## src/rtl/encoder_8b10b_lanes_pkg.sv

```systemverilog
// encoder_8b10b_lanes_pkg: shared 8b/10b code tables, running-disparity encoding and K-code helpers
// Exports: RD_NEG/RD_POS, 6b/4b RD- code tables, K28 6b/4b blocks, alternate-7 block, is_legal_k().
package encoder_8b10b_lanes_pkg;
    localparam logic RD_NEG = 1'b0;
    localparam logic RD_POS = 1'b1;
    localparam logic [4:0] K28_X = 5'd28;
    localparam logic [5:0] K28_6B_RDN = 6'b001111;
    localparam logic [5:0] D7_6B_RDN = 6'b111000;
    localparam logic [3:0] X3_4B_RDN = 4'b1100;
    localparam logic [3:0] A7_4B_RDN = 4'b0111;
    // abcdei emitted from RD-; the RD+ form is the complement for unbalanced codes and D.7
    localparam logic [5:0] CODE6_RDN [32] = '{
        6'b100111, 6'b011101, 6'b101101, 6'b110001, 6'b110101, 6'b101001, 6'b011001, 6'b111000,
        6'b111001, 6'b100101, 6'b010101, 6'b110100, 6'b001101, 6'b101100, 6'b011100, 6'b010111,
        6'b011011, 6'b100011, 6'b010011, 6'b110010, 6'b001011, 6'b101010, 6'b011010, 6'b111010,
        6'b110011, 6'b100110, 6'b010110, 6'b110110, 6'b001110, 6'b101110, 6'b011110, 6'b101011
    };
    // fghj emitted when the 6b block leaves RD-; complemented for unbalanced codes and D.x.3
    localparam logic [3:0] CODE4_RDN [8] = '{
        4'b1011, 4'b1001, 4'b0101, 4'b1100, 4'b1101, 4'b1010, 4'b0110, 4'b1110
    };
    // K28 fghj when the 6b block leaves RD-; every K28 4b block flips with RD, balanced or not
    localparam logic [3:0] K28_4B_RDN [8] = '{
        4'b1011, 4'b0110, 4'b1010, 4'b1100, 4'b1101, 4'b0101, 4'b1001, 4'b0111
    };
    function automatic logic is_legal_k(input logic [7:0] b);
        return b[4:0] == K28_X || (b[7:5] == 3'd7 &&
            (b[4:0] == 5'd23 || b[4:0] == 5'd27 || b[4:0] == 5'd29 || b[4:0] == 5'd30));
    endfunction
endpackage

```

## src/rtl/encoder_8b10b_lanes_sym.sv

```systemverilog
// encoder_8b10b_lanes_sym: combinational single-symbol 8b/10b encoder with disparity in/out
// Ports: i_byte (HGFEDCBA), i_k (control flag), i_rd (RD before symbol),
//        o_sym (abcdeifghj), o_rd (RD after symbol), o_k_err (illegal K, encoded as data).
module encoder_8b10b_lanes_sym
    import encoder_8b10b_lanes_pkg::*;
(
    input  logic [7:0] i_byte,
    input  logic       i_k,
    input  logic       i_rd,
    output logic [9:0] o_sym,
    output logic       o_rd,
    output logic       o_k_err
);
    logic [4:0] w_x;
    logic [2:0] w_y;
    logic       w_k_ok;
    logic       w_k28;
    logic       w_a7;
    logic       w_rd6;
    logic       w_flip6;
    logic       w_flip4;
    logic [5:0] w_c6;
    logic [3:0] w_c4;
    assign w_x     = i_byte[4:0];
    assign w_y     = i_byte[7:5];
    assign w_k_ok  = i_k && is_legal_k(i_byte);
    assign w_k28   = w_k_ok && w_x == K28_X;
    assign w_c6    = w_k28 ? K28_6B_RDN : CODE6_RDN[w_x];
    assign w_flip6 = i_rd == RD_POS && ($countones(w_c6) != 3 || w_c6 == D7_6B_RDN);
    assign w_rd6   = $countones(w_c6) == 3 ? i_rd : ~i_rd;
    // A7 avoids a run of five equal bits across the 6b/4b boundary; legal Kx.7 always uses it
    assign w_a7    = w_y == 3'd7 && (w_k_ok ||
                     (w_rd6 == RD_NEG && (w_x == 5'd17 || w_x == 5'd18 || w_x == 5'd20)) ||
                     (w_rd6 == RD_POS && (w_x == 5'd11 || w_x == 5'd13 || w_x == 5'd14)));
    assign w_c4    = w_k28 ? K28_4B_RDN[w_y] : w_a7 ? A7_4B_RDN : CODE4_RDN[w_y];
    assign w_flip4 = w_rd6 == RD_POS && (w_k28 || $countones(w_c4) != 2 || w_c4 == X3_4B_RDN);
    assign o_rd    = $countones(w_c4) == 2 ? w_rd6 : ~w_rd6;
    assign o_sym   = {w_flip6 ? ~w_c6 : w_c6, w_flip4 ? ~w_c4 : w_c4};
    assign o_k_err = i_k && !w_k_ok;
endmodule

```

## src/rtl/encoder_8b10b_lanes.sv

```systemverilog
// encoder_8b10b_lanes: registered multi-lane 8b/10b encoder with chained running disparity
// Ports: i_clk, i_reset (sync, active high); input side i_in_valid/o_in_ready, i_in_8b, i_data_k;
//        output side o_out_valid/i_out_ready, o_out_10b, o_code_err, o_rd_out (RD after last lane).
module encoder_8b10b_lanes
    import encoder_8b10b_lanes_pkg::*;
#(
    parameter int LANES = 1
) (
    input  logic                  i_clk,
    input  logic                  i_reset,
    input  logic                  i_in_valid,
    output logic                  o_in_ready,
    input  logic [8*LANES-1:0]    i_in_8b,
    input  logic [LANES-1:0]      i_data_k,
    output logic                  o_out_valid,
    input  logic                  i_out_ready,
    output logic [10*LANES-1:0]   o_out_10b,
    output logic [LANES-1:0]      o_code_err,
    output logic                  o_rd_out
);
    logic [LANES:0]        w_rd;
    logic [10*LANES-1:0]   w_sym;
    logic [LANES-1:0]      w_err;
    logic                  w_accept;
    logic                  r_valid;
    logic                  r_rd;
    logic [10*LANES-1:0]   r_sym;
    logic [LANES-1:0]      r_err;
    assign w_rd[0] = r_rd;
    for (genvar g = 0; g < LANES; g++) begin : g_lane
        encoder_8b10b_lanes_sym u_sym (
            .i_byte  (i_in_8b[8*g +: 8]),
            .i_k     (i_data_k[g]),
            .i_rd    (w_rd[g]),
            .o_sym   (w_sym[10*g +: 10]),
            .o_rd    (w_rd[g+1]),
            .o_k_err (w_err[g])
        );
    end
    assign o_in_ready = !r_valid || i_out_ready;
    assign w_accept   = i_in_valid && o_in_ready;
    // The RD register only advances with an accepted word, so it is also the RD of the held output
    always_ff @(posedge i_clk) begin
        if (i_reset) begin
            r_valid <= 1'b0;
            r_sym   <= '0;
            r_err   <= '0;
            r_rd    <= RD_NEG;
        end else if (w_accept) begin
            r_valid <= 1'b1;
            r_sym   <= w_sym;
            r_err   <= w_err;
            r_rd    <= w_rd[LANES];
        end else if (i_out_ready) begin
            r_valid <= 1'b0;
        end
    end
    assign o_out_valid = r_valid;
    assign o_out_10b   = r_sym;
    assign o_code_err  = r_err;
    assign o_rd_out    = r_rd;
endmodule

```

## config.mk

```make
export PLATFORM = sky130hd
export DESIGN_NAME = encoder_8b10b_lanes
export DESIGN_NICKNAME = d
export VERILOG_FILES = /design/src/rtl/encoder_8b10b_lanes_pkg.sv /design/src/rtl/encoder_8b10b_lanes_sym.sv /design/src/rtl/encoder_8b10b_lanes.sv
export SDC_FILE = /design/constraint.sdc
export NUM_CORES = 1
export LEC_CHECK = 0
export CORE_ASPECT_RATIO = 2
export CORE_UTILIZATION = 40
export DETAILED_ROUTE_END_ITERATION = 8
export HOLD_SLACK_MARGIN = 0.12
export MAX_ROUTING_LAYER = met4
export PLACE_DENSITY = 0.62
export RECOVER_POWER = 25
export SLEW_MARGIN = 20
export SYNTH_ARGS = -nofsm -noshare
export SYNTH_HDL_FRONTEND = slang
export SYNTH_HIERARCHICAL = 1
export SYNTH_SLANG_ARGS = --single-unit
```

## constraint.sdc

```tcl
create_clock -name i_clk -period 6.6 [get_ports i_clk]
set_clock_uncertainty 0.05 [all_clocks]
set_input_delay 0.66 -clock i_clk [delete_from_list [all_inputs] [get_ports i_clk]]
set_output_delay 0.66 -clock i_clk [all_outputs]
set_load 0.005 [all_outputs]
```

Yosys cells after proc, flatten, opt, wreduce, memory -nomap -nowiden
Memories as Yosys holds them, arrays and structs flattened.
Index checks and enable logic that the tools add are counted.
{"block": "totals", "memories": 3, "register_bits": 13, "elab_cells": 83, "rom_bits": 256, "input_bits": 13}
{"block": "op_classes", "eq_ne": 18, "addsub": 8, "mux": 15, "magnitude_cmp": 2, "n_reduce_logical": 27, "bitwise_logic": 6}
{"name": "(name not given)", "depth": 32, "width": 6, "read_ports": 1, "rd_clocked_by_memory_dff": 0, "write_ports": 0, "line": "encoder_8b10b_lanes_sym.sv:28", "source": "assign w_c6 = w_k28 ? K28_6B_RDN : CODE6_RDN[w_x];"}
{"name": "(name not given)", "depth": 8, "width": 4, "read_ports": 1, "rd_clocked_by_memory_dff": 0, "write_ports": 0, "line": "encoder_8b10b_lanes_sym.sv:35", "source": "assign w_c4 = w_k28 ? K28_4B_RDN[w_y] : w_a7 ? A7_4B_RDN : CODE4_RDN[w_y];"}
{"name": "(name not given)", "depth": 8, "width": 4, "read_ports": 1, "rd_clocked_by_memory_dff": 0, "write_ports": 0, "line": "encoder_8b10b_lanes_sym.sv:35"}
{"op": "$add 32x32->32", "n": 3}
{"op": "$eq 32x3->1 const B", "n": 2}
{"op": "$ne 32x3->1 const B", "n": 2}
{"op": "$eq 5x5->1 const B", "n": 8}
{"op": "$mux 4", "n": 7}
{"op": "$mux 6", "n": 4}
{"op": "$eq 5x4->1 const B", "n": 3}
{"op": "$logic_or 1x1->1", "n": 14}
{"op": "$add 1x1->2", "n": 5}
{"op": "$logic_and 1x1->1", "n": 10}
{"op": "$eq 6x6->1 const B", "n": 1}
{"op": "$ge 6x6->1 const B", "n": 1}
{"op": "$not 5->6", "n": 1}
{"op": "$not 6->6", "n": 1}
{"op": "$eq 4x4->1 const B", "n": 1}
{"op": "$ge 4x4->1 const B", "n": 1}
{"op": "$mux 1", "n": 4}
{"op": "$not 3->4", "n": 1}
{"op": "$not 4->4", "n": 1}
{"op": "$eq 3x3->1 const B", "n": 1}
{"op": "$logic_not 1->1", "n": 2}
{"op": "$not 1->1", "n": 2}
{"op": "$reduce_bool 2->1", "n": 1}

Logic depth before layout (Yosys ltp)
Gate-level depths: netlist of run 1.
{"block": "logic_depth", "ltp_word": 28, "ltp_mapped": 24, "mapped_depth_nobuf": 24}

Cells and area by module
Netlist of run 1, hierarchy kept.
{"module": "encoder_8b10b_lanes_sym", "area_per_inst_um2": 1183.6, "seq_area_each_um2": 0.0, "instances": 1, "cells_per_inst": 146}
{"module": "encoder_8b10b_lanes", "area_per_inst_um2": 598.1, "seq_area_each_um2": 260.2, "instances": 1, "cells_per_inst": 59}

Worst setup path before layout of run 1
Ideal clock, no wire load.
{"block": "synth_timing", "kind": "input to register", "startpoint": "in i_in_8b[0]", "endpoint": "reg r_sym[1], in the netlist o_out_10b[1]", "path_buffers": 0, "arrival_ns": 5.945, "required_ns": 6.481, "path_stages": 23, "path_slack_ns": 0.535, "cell_sequence": "inv_1 ha_1 nand2_1 o21ai_0 mux4_2 nor2b_1 fa_1 fa_1 inv_1 ha_1 inv_1 fa_1 nand3b_1 xor2_1 mux2_2 o31a_1 ha_1 xnor2_1 nand2_1 o21ai_1 xor2_1 nand3_1 a21oi_2"}
{"block": "synth_via", "elab_chain_cells": 28, "word_cells_on_any_way": 52, "cone_classes": "8 x add/sub; 14 x eq/ne; 7 x mux; 3 x bitwise; 19 x reduce/logical; 1 x memory"}
{"item": "start, declared", "line": "encoder_8b10b_lanes.sv:13", "source": "input logic [8*LANES-1:0] i_in_8b,"}
{"item": "branches (longest 27 deep; another with $add 32x32->32)"}
{"item": "$mux 4 *", "line": "encoder_8b10b_lanes_sym.sv:38", "source": "assign o_sym = {w_flip6 ? ~w_c6 : w_c6, w_flip4 ? ~w_c4 : w_c4};"}
{"item": "via w_sym[1]", "line": "encoder_8b10b_lanes.sv:22", "source": "logic [10*LANES-1:0] w_sym;"}
{"item": "end signal, assigned", "line": "encoder_8b10b_lanes.sv:51", "source": "r_sym <= w_sym;"}
{"item": "end, declared", "line": "encoder_8b10b_lanes.sv:27", "source": "logic [10*LANES-1:0] r_sym;"}
Mark *: on every way through the listed nets, which the timed path passes. The select of a mux whose other input is x is not followed.
A chain may end at the register's enable or synchronous reset.

Worst setup path after layout of run 1
{"block": "layout_timing", "startpoint": "in i_in_8b[2]", "endpoint": "reg r_sym[1], in the netlist o_out_10b[1]"}
The elaborated chain is that of the path after synthesis.

==> impl_metrics.ini, run 1 <==
[drt]
avgRoutedWirePerCell_um = 12.7
viasPerCell = 5.26
ant_nets = 0
firstDrtPassIters = 6
drt_wl_total_um = 3740
drt_iter0_drc = 30
vias = 1552
drc = 0

[synth]
postSynth.asyncResetShare = 0
syn_nets = 241
synthAdderAreaFrac = 0.174
synth_edf_count = 0
synth_top_family_by_area = compound AO/OA/AOI/OAI gates
synthSimpleGateAreaFrac = 0.172
yosys_warnings = 6
synth-seq-cells = 13
synthXorXnorAreaFrac = 0.0442
synth_mux_area_frac = 0.0449
synth_compound_area_frac = 0.329
synth-main-ff-cell = dfxtp_1
synth.avg_cell_area_um2 = 8.69
syn_area_um2 = 1780
synth_cells = 205
synthDistinctLibCells = 54
yosysSeqAreaShare = 0.146

[floorplan]
coreArea_um2 = 4300
rows = 34
die_h_um = 96.4
start_util = 0.415
dieArea_um2 = 4740
die_w_um = 49.2
io_pins = 27

[global_routing]
grt_pass1_wl_um = 6400
overflow = 0
grt_usage = 0.175
grt_pass1_vias = 1520
antenna_found_initial = 0
grt_start_max_net_pins = 27

[pwr]
power.density_cell_area_nw_per_um2 = 194
ir_drop_mv = 0.122
p_leak_nw = 0.956

[timing]
fin_crit_ps = 6060
drv_slew = 0
period_share = 0.918
max_slew_margin = 0.410
fmax_mhz = 165
fin_setup_tns_ps = 0
rsz0062_at_grt = no
worst_pin_slew_ps = 882
hold_ws_ps = 516
report.final.hold_viol_count = 0
setup_viol = 0

[worst_setup_path]
cp_max_fo = 10
rr_startpoint = o_rd_out
cp-end-kind = register
required_ps = 6720
cp-start-kind = input port
crit_start = i_in_8b[2]
arrival_ps = 6180
crit_type = input port to register

[cells_and_area]
layout_common_cells = 20 x ha_1, 19 x buf_4, 18 x clkdlybuf4s50_1
final_common_cell = ha_1
layout-drive-gt1-share = 0.228
synthToLayoutAreaGrowth_pct = 24.6
diodes = 0
final_nets = 278
multi_input_area_um2 = 1380
fillerInstances = 418
final_area_um2 = 2220
regArea_um2 = 260

[clock_network]
cts_tree = done
path_clk_slew_ps = 50
cts_root_buffer = clkbuf_8
clock_latency_ps = 240
holdBufCountCts = 0
cts_buffer_depth = 2
htreeDepth = 1
cts_sinks = 13
cts_buffers = 3

[placed_design]
globalplace.congestion = 0.881
portBuffers = 26
dpl.hpwl_um = 3040
place_area_um2 = 2140

[hold_path]
min_from = o_out_10b[7]
hold_path.class = register to register

[job]
maxCapViolations = 0

[run_status]
outcome = finished clean
-- layout make-up --
| type | instances | area share |
|---|---|---|
| Inverter | 15 | 0.0254 |
| Clock buffer | 4 | 0.0203 |
| Sequential cell | 13 | 0.117 |
| Tap cell | 54 | 0.0304 |
| Multi-Input combinational cell | 164 | 0.623 |
| Timing Repair Buffer | 45 | 0.184 |
-- Yosys cell counts, types with 2 or more instances --
library cell  instances  area, um^2
fa_1                  3        60.1
nor2b_1               7        43.8
nand3_1              15        75.1
a21oi_1              12        60.1
a221o_1               2        20.0
mux2i_1               2        20.0
buf_4                 2        15.0
a21bo_2               6        60.1
a21oi_2               7        61.3
nor3_1                3        15.0
a2111oi_0             2        17.5
xnor2_1               5        43.8
inv_1                14        52.6
o21ai_0              12        60.1
nor2_1                8        30.0
buf_2                 4        20.0
o31ai_4               2        42.5
xor2_1                4        35.0
nand2b_1              4        25.0
a21bo_1               6        60.1
ha_1                 20         250
buf_6                 4        45.0
o21ai_1               3        15.0
dfxtp_1              13         260
nand2_1              15        56.3
a21o_1                2        15.0
-- logic make-up (layout without fill, tap and decap cells) --
group | count (synthesis) | count (layout)
AO/OA/AOI/OAI | 68 | 68
XOR/XNOR | 9 | 9
adder cells (fa/ha/maj) | 23 | 23
buffers and inverters | 28 | 64
flip-flops | 13 | 13
multiplexers | 6 | 6
AND/OR/NAND/NOR | 58 | 58
-- sequential cells by signal (all words and copies together), names as in the netlist --
signal	flops
o_out_10b	10
o_code_err	1
o_out_valid	1
o_rd_out	1
-- per-layer routing --
layer  GRT usage  share of wire  up-vias
met5           -              0        -
met4       0.113          0.038        0
met3     0.00782          0.020       11
met2       0.341           0.57       36
met1       0.161           0.37      710
li1            -              -      795
-- worst paths after layout --
path	endpoint	slack, ps	depth (start not counted)
max	o_out_10b[1]	540	23
min	o_out_10b[7]	520	2
max reg2reg	o_out_10b[1]	3790	11
min reg2reg	o_out_10b[7]	520	2
-- power by group --
part | internal [mW] | leakage [nW] | switching (mW)
logic | 0.140 | 0.827 | 0.116
clock network | 0.0425 | 0.0228 | 0.0258
registers | 0.0937 | 0.107 | 0.0124
-- stage by stage --
| step | setup slack, ps | power, mW | util | cells |
|---|---|---|---|---|
| after floorplan | 535 | 0.268 | - | 205 |
| after global placement | 3.85 | 0.353 | 0.499 | 290 |
| after detailed placement | -56.1 | 0.355 | 0.499 | 290 |
| after CTS | 192 | 0.425 | 0.509 | 294 |
| after global routing | 147 | 0.468 | 0.517 | 295 |
| final | 542 | 0.430 | 0.517 | 295 |
-- what timing repair did --
action,in CTS,in global routing
endpoints found under the setup margin,0,4
setup buffers,0,1
resized for setup,0,7
-- worst max-delay path, stage by stage --
cell and delay, ps:
clkdlybuf4s50_1 580, inv_2 200, nor2_1 80, mux4_2 440
nor2b_2 180, fa_1 490, fa_1 540, inv_1 40
ha_1 170, inv_1 60, fa_1 390, nand3b_1 220
xor2_2 190, mux2_4 370, o31a_1 340, ha_1 340
xnor2_2 170, nand2_1 60, o21ai_1 110, buf_4 150
xor2_1 150, nand3_1 100, a21oi_2 150
Power figures use the tool's default switching activity.
==> run 2: changes to the inputs <==
CORE_UTILIZATION = 50   (was 40)
HOLD_SLACK_MARGIN = unset   (was 0.12)
MAX_ROUTING_LAYER = unset   (was met4)
PLACE_DENSITY = 0.75   (was 0.62)
==> run 2 against run 1 <==
  * The flow now finishes with violations (DRC)
  * Power grew 1.1%
  * Sequential share of layout area grew 0.15 points
  * Critical endpoint is now o_out_10b[3]
  * Highest routed layer unchanged
  * Die area down 19%
  * Critical path depth is 2 higher
  * Utilization up 13 points
  * Clock-buffer cell count did not move
==> impl_metrics.ini, run 2 (synthesis gave the netlist of run 1 again) <==
[run_status]
outcome = finished, violations left
failed_checks = DRC

[global_routing]
grt_pass1_wl_um = 6140
grt_usage = 0.205
overflow = 0
grt_pass1_vias = 1474
antenna_found_initial = 0
grt_start_max_net_pins = 27

[cells_and_area]
largest_reg_flops = 10
fillerInstances = 299
diodes = 0
fin_cells = 271
final_common_cell = clkdlybuf4s50_1
final_nets = 276
layout_common_cells = 20 x clkdlybuf4s50_1, 19 x ha_1, 17 x buf_4
synthToLayoutAreaGrowth_pct = 23.0
layout-drive-gt1-share = 0.222

[worst_setup_path]
cpPeakStageDelay_ps = 540
regToRegEndpoint = o_out_10b[3]
crit_type = input port to register
required_ps = 6720
cp-start-kind = input port
cp_max_fo = 4
reg2reg_slack_ps = 3800
arrival_ps = 6400
reg2regPathDepth = 11
cp-end-kind = register
rr_startpoint = o_rd_out
crit_path_top_delay_cell = fa_1

[timing]
fmax_mhz = 159
setup_viol = 0
max_slew_margin = 0.437
fin_crit_ps = 6280
drv_slew = 0
report.final.hold_viol_count = 0
period_share = 0.951
hold_ws_ps = 521
worst_pin_slew_ps = 842

[clock_network]
holdBufCountCts = 0
path_clk_slew_ps = 50
clock_latency_ps = 240
cts_buffer_depth = 2
post-cts-setup-buffer-count = 0
cts_sinks = 13
htreeDepth = 1
cts_buffers = 3
cts_resized = 0
cts_root_buffer = clkbuf_8
cts_tree = done

[floorplan]
coreArea_um2 = 3380
dieArea_um2 = 3820
die_w_um = 44.2
rows = 30
die_h_um = 86.4
io_pins = 27
start_util = 0.527

[drt]
drt_wl_total_um = 3810
ant_nets = 0
drt_iter0_drc = 35
avgRoutedWirePerCell_um = 14.0
firstDrtPassIters = 9
vias = 1585
drc = 1
viasPerCell = 5.85

[placed_design]
globalplace.congestion = 0.835
portBuffers = 26
dp.cells = 267
dpl.hpwl_um = 3010

[pwr]
p_leak_nw = 0.931
p_total_mw = 0.435
power.density_cell_area_nw_per_um2 = 198
ir_drop_mv = 0.0960

[hold_path]
hold_path.class = register to register
min_to = o_out_10b[6]
min_path_cells = 2
min_from = o_out_10b[6]

[job]
maxCapViolations = 0
-- run 2: metal layers --
layer	share of wire	global-route usage	up-vias
li1	-	-	789
met1	0.36	0.198	745
met4	0.018	0.0882	0
met5	0	0	-
met2	0.59	0.412	44
met3	0.023	0.0125	7
-- run 2: critical path: cells and delay by family --
family / cells / cell delay (ps)
compound gates: 4 / 700
xor+xnor: 3 / 480
simple gates: 5 / 650
buf+inv: 5 / 870
fa+ha+maj: 6 / 2210
mux: 2 / 840
-- run 2: metrics by stage --
stage	instance area, um^2	utilization	setup TNS (ps)	worst slack (ps)
floorplan	1780	-	0	535
global placement	2110	0.624	0	61.5
detailed placement	2110	0.624	-128	-40.7
CTS	2150	0.637	0	203
global route	2190	0.649	-39.3	-36.3
finish	2190	0.649	0	324
-- run 2: power by group --
part	leakage (nW)	switching, mW	internal, mW
clock network	0.0228	0.0287	0.0427
logic	0.801	0.119	0.138
registers	0.107	0.0125	0.0937
-- run 2: layout make-up --
class                           instances  area, um^2  area share
Sequential cell                        13         260       0.119
Tap cell                               32        40.0      0.0183
Inverter                               15        56.3      0.0257
Clock buffer                            4        45.0      0.0205
Multi-Input combinational cell        164        1400       0.640
Timing Repair Buffer                   43         388       0.177
-- run 2: how the worst max path moves through the flow --
stage	cells past startpoint	startpoint	to
5_1_grt	25	i_in_8b[1]	o_out_10b[3]
3_5_place_dp	25	i_in_8b[1]	o_out_10b[1]
2_1_floorplan	23	i_in_8b[0]	o_out_10b[1]
3_3_place_gp	25	i_in_8b[1]	o_out_10b[0]
4_1_cts	25	i_in_8b[1]	o_out_10b[0]
6_report	25	i_in_8b[1]	o_out_10b[3]
==> run 3: changes to the inputs <==
CAP_MARGIN = 20   (was unset)
CORE_UTILIZATION = 35   (was 50)
PLACE_DENSITY = 0.56   (was 0.75)
SLEW_MARGIN = unset   (was 20)
==> run 3 against run 2 <==
  * Die area up 41%
  * The flow now finishes without violations
  * Power down 2.2%
  * Largest power group unchanged
  * Setup slack worse by 6.0 ps
  * Register-to-register slack worse by 70 ps
  * Sequential power about the same
  * Flip-flop and latch count unchanged
  * Combinational power down 3%
  * Highest routed layer unchanged
  * Critical path type unchanged
==> impl_metrics.ini, run 3 (synthesis gave the netlist of run 1 again) <==
[pwr]
p_leak_nw = 0.942
power.density_cell_area_nw_per_um2 = 191
ir_drop_mv = 0.161
p_total_mw = 0.425

[global_routing]
grt_pass1_vias = 1518
grt_start_max_net_pins = 27
use_met2 = 0.324
overflow = 0
grt_usage = 0.157
use_met1 = 0.145
busiest_layer = met2
grt_pass1_wl_um = 6470
met3_usage = 0.00442
antenna_found_initial = 0

[timing]
hold_ws_ps = 521
fin_crit_ps = 6280
max_slew_margin = 0.424
fmax_mhz = 159
fin_setup_tns_ps = 0
rsz0062_at_grt = no
period_share = 0.952
report.final.hold_viol_count = 0
setup_viol = 0
worst_pin_slew_ps = 862
drv_slew = 0

[placed_design]
globalplace.congestion = 0.923
portBuffers = 26
place_area_um2 = 2180
dpl.hpwl_um = 3260

[drt]
avgRoutedWirePerCell_um = 13.1
drc = 0
ant_nets = 0
vias = 1548
firstDrtPassIters = 4
viasPerCell = 5.16
drt_iter0_drc = 20
drt_wl_total_um = 3920

[clock_network]
cts_buffer_depth = 2
cts_tree = done
cts_sinks = 13
cts_root_buffer = clkbuf_8
path_clk_slew_ps = 60
post-cts-setup-buffer-count = 0
cts_buffers = 3
clock_latency_ps = 240
htreeDepth = 1
holdBufCountCts = 0
cts_resized = 0

[worst_setup_path]
crit_type = input port to register
cp-start-kind = input port
required_ps = 6720
arrival_ps = 6400
cp_max_fo = 4
cp-end-kind = register

[cells_and_area]
utilization = 0.458
synthToLayoutAreaGrowth_pct = 24.9
diodes = 0
layout_common_cells = 20 x ha_1, 20 x buf_4, 20 x clkdlybuf4s50_1
largest_reg_flops = 10
layout-drive-gt1-share = 0.222
final_area_um2 = 2230
final_nets = 280

[job]
maxCapViolations = 0

[hold_path]
hold_path.class = register to register

[floorplan]
start_util = 0.366
die_h_um = 103
die_w_um = 52.5
coreArea_um2 = 4860
io_pins = 27
dieArea_um2 = 5400
rows = 36

[run_status]
outcome = finished clean
run 3: cell count changes in the layout (fill, tap and decap cells not counted), sizes merged:
cell	previous run	this run
buf	17	21
run 3: final timing paths:
check	from	slack [ps]	endpoint	cells after the start
hold / removal	o_out_10b[9]	520	o_out_10b[9]	2
setup reg to reg	o_rd_out	3730	o_out_10b[2]	11
setup / recovery	i_in_8b[0]	320	o_out_10b[2]	25
hold reg to reg	o_out_10b[9]	520	o_out_10b[9]	2
run 3: final cells by class:
cell class	instances	area, um^2
clock buffers	4	45.0
fillers	503	2640
inverters	15	56.3
multi-input cells	164	1360
flip-flops and latches	13	260
well taps	57	71.3
repair buffers	47	430
run 3: worst max-delay path: stages:
cell,delay (ps)
clkdlybuf4s50_1,480
inv_1,60
ha_1,310
nand2_1,70
o21ai_0,70
mux4_2,460
nor2b_1,170
fa_1,520
fa_1,540
inv_1,40
ha_1,170
inv_1,60
fa_1,390
nand3b_1,190
xor2_1,200
mux2_2,440
o31a_1,340
ha_1,310
xnor2_1,210
nand2_1,70
o21ai_1,110
buf_4,150
xnor2_1,140
nand3_1,110
a21oi_2,150
run 3: metrics by stage:
| stage | setup slack [ps] | instances |
|---|---|---|
| final | 318 | 300 |
| after global routing | 28.8 | 300 |
| after CTS | 286 | 300 |
| after detailed placement | 33.5 | 296 |
| after global placement | 124 | 296 |
| after floorplan | 535 | 205 |
run 3: layer usage:
layer / vias up / part of all wire
met5: - / 0
met4: 0 / 0.021
met3: 4 / 0.013
li1: 795 / -
met2: 22 / 0.60
met1: 727 / 0.37
run 3: power by group:
part	internal (mW)	total, mW	switching [mW]
logic	0.136	0.249	0.114
clock network	0.0426	0.0707	0.0281
registers	0.0937	0.105	0.0115
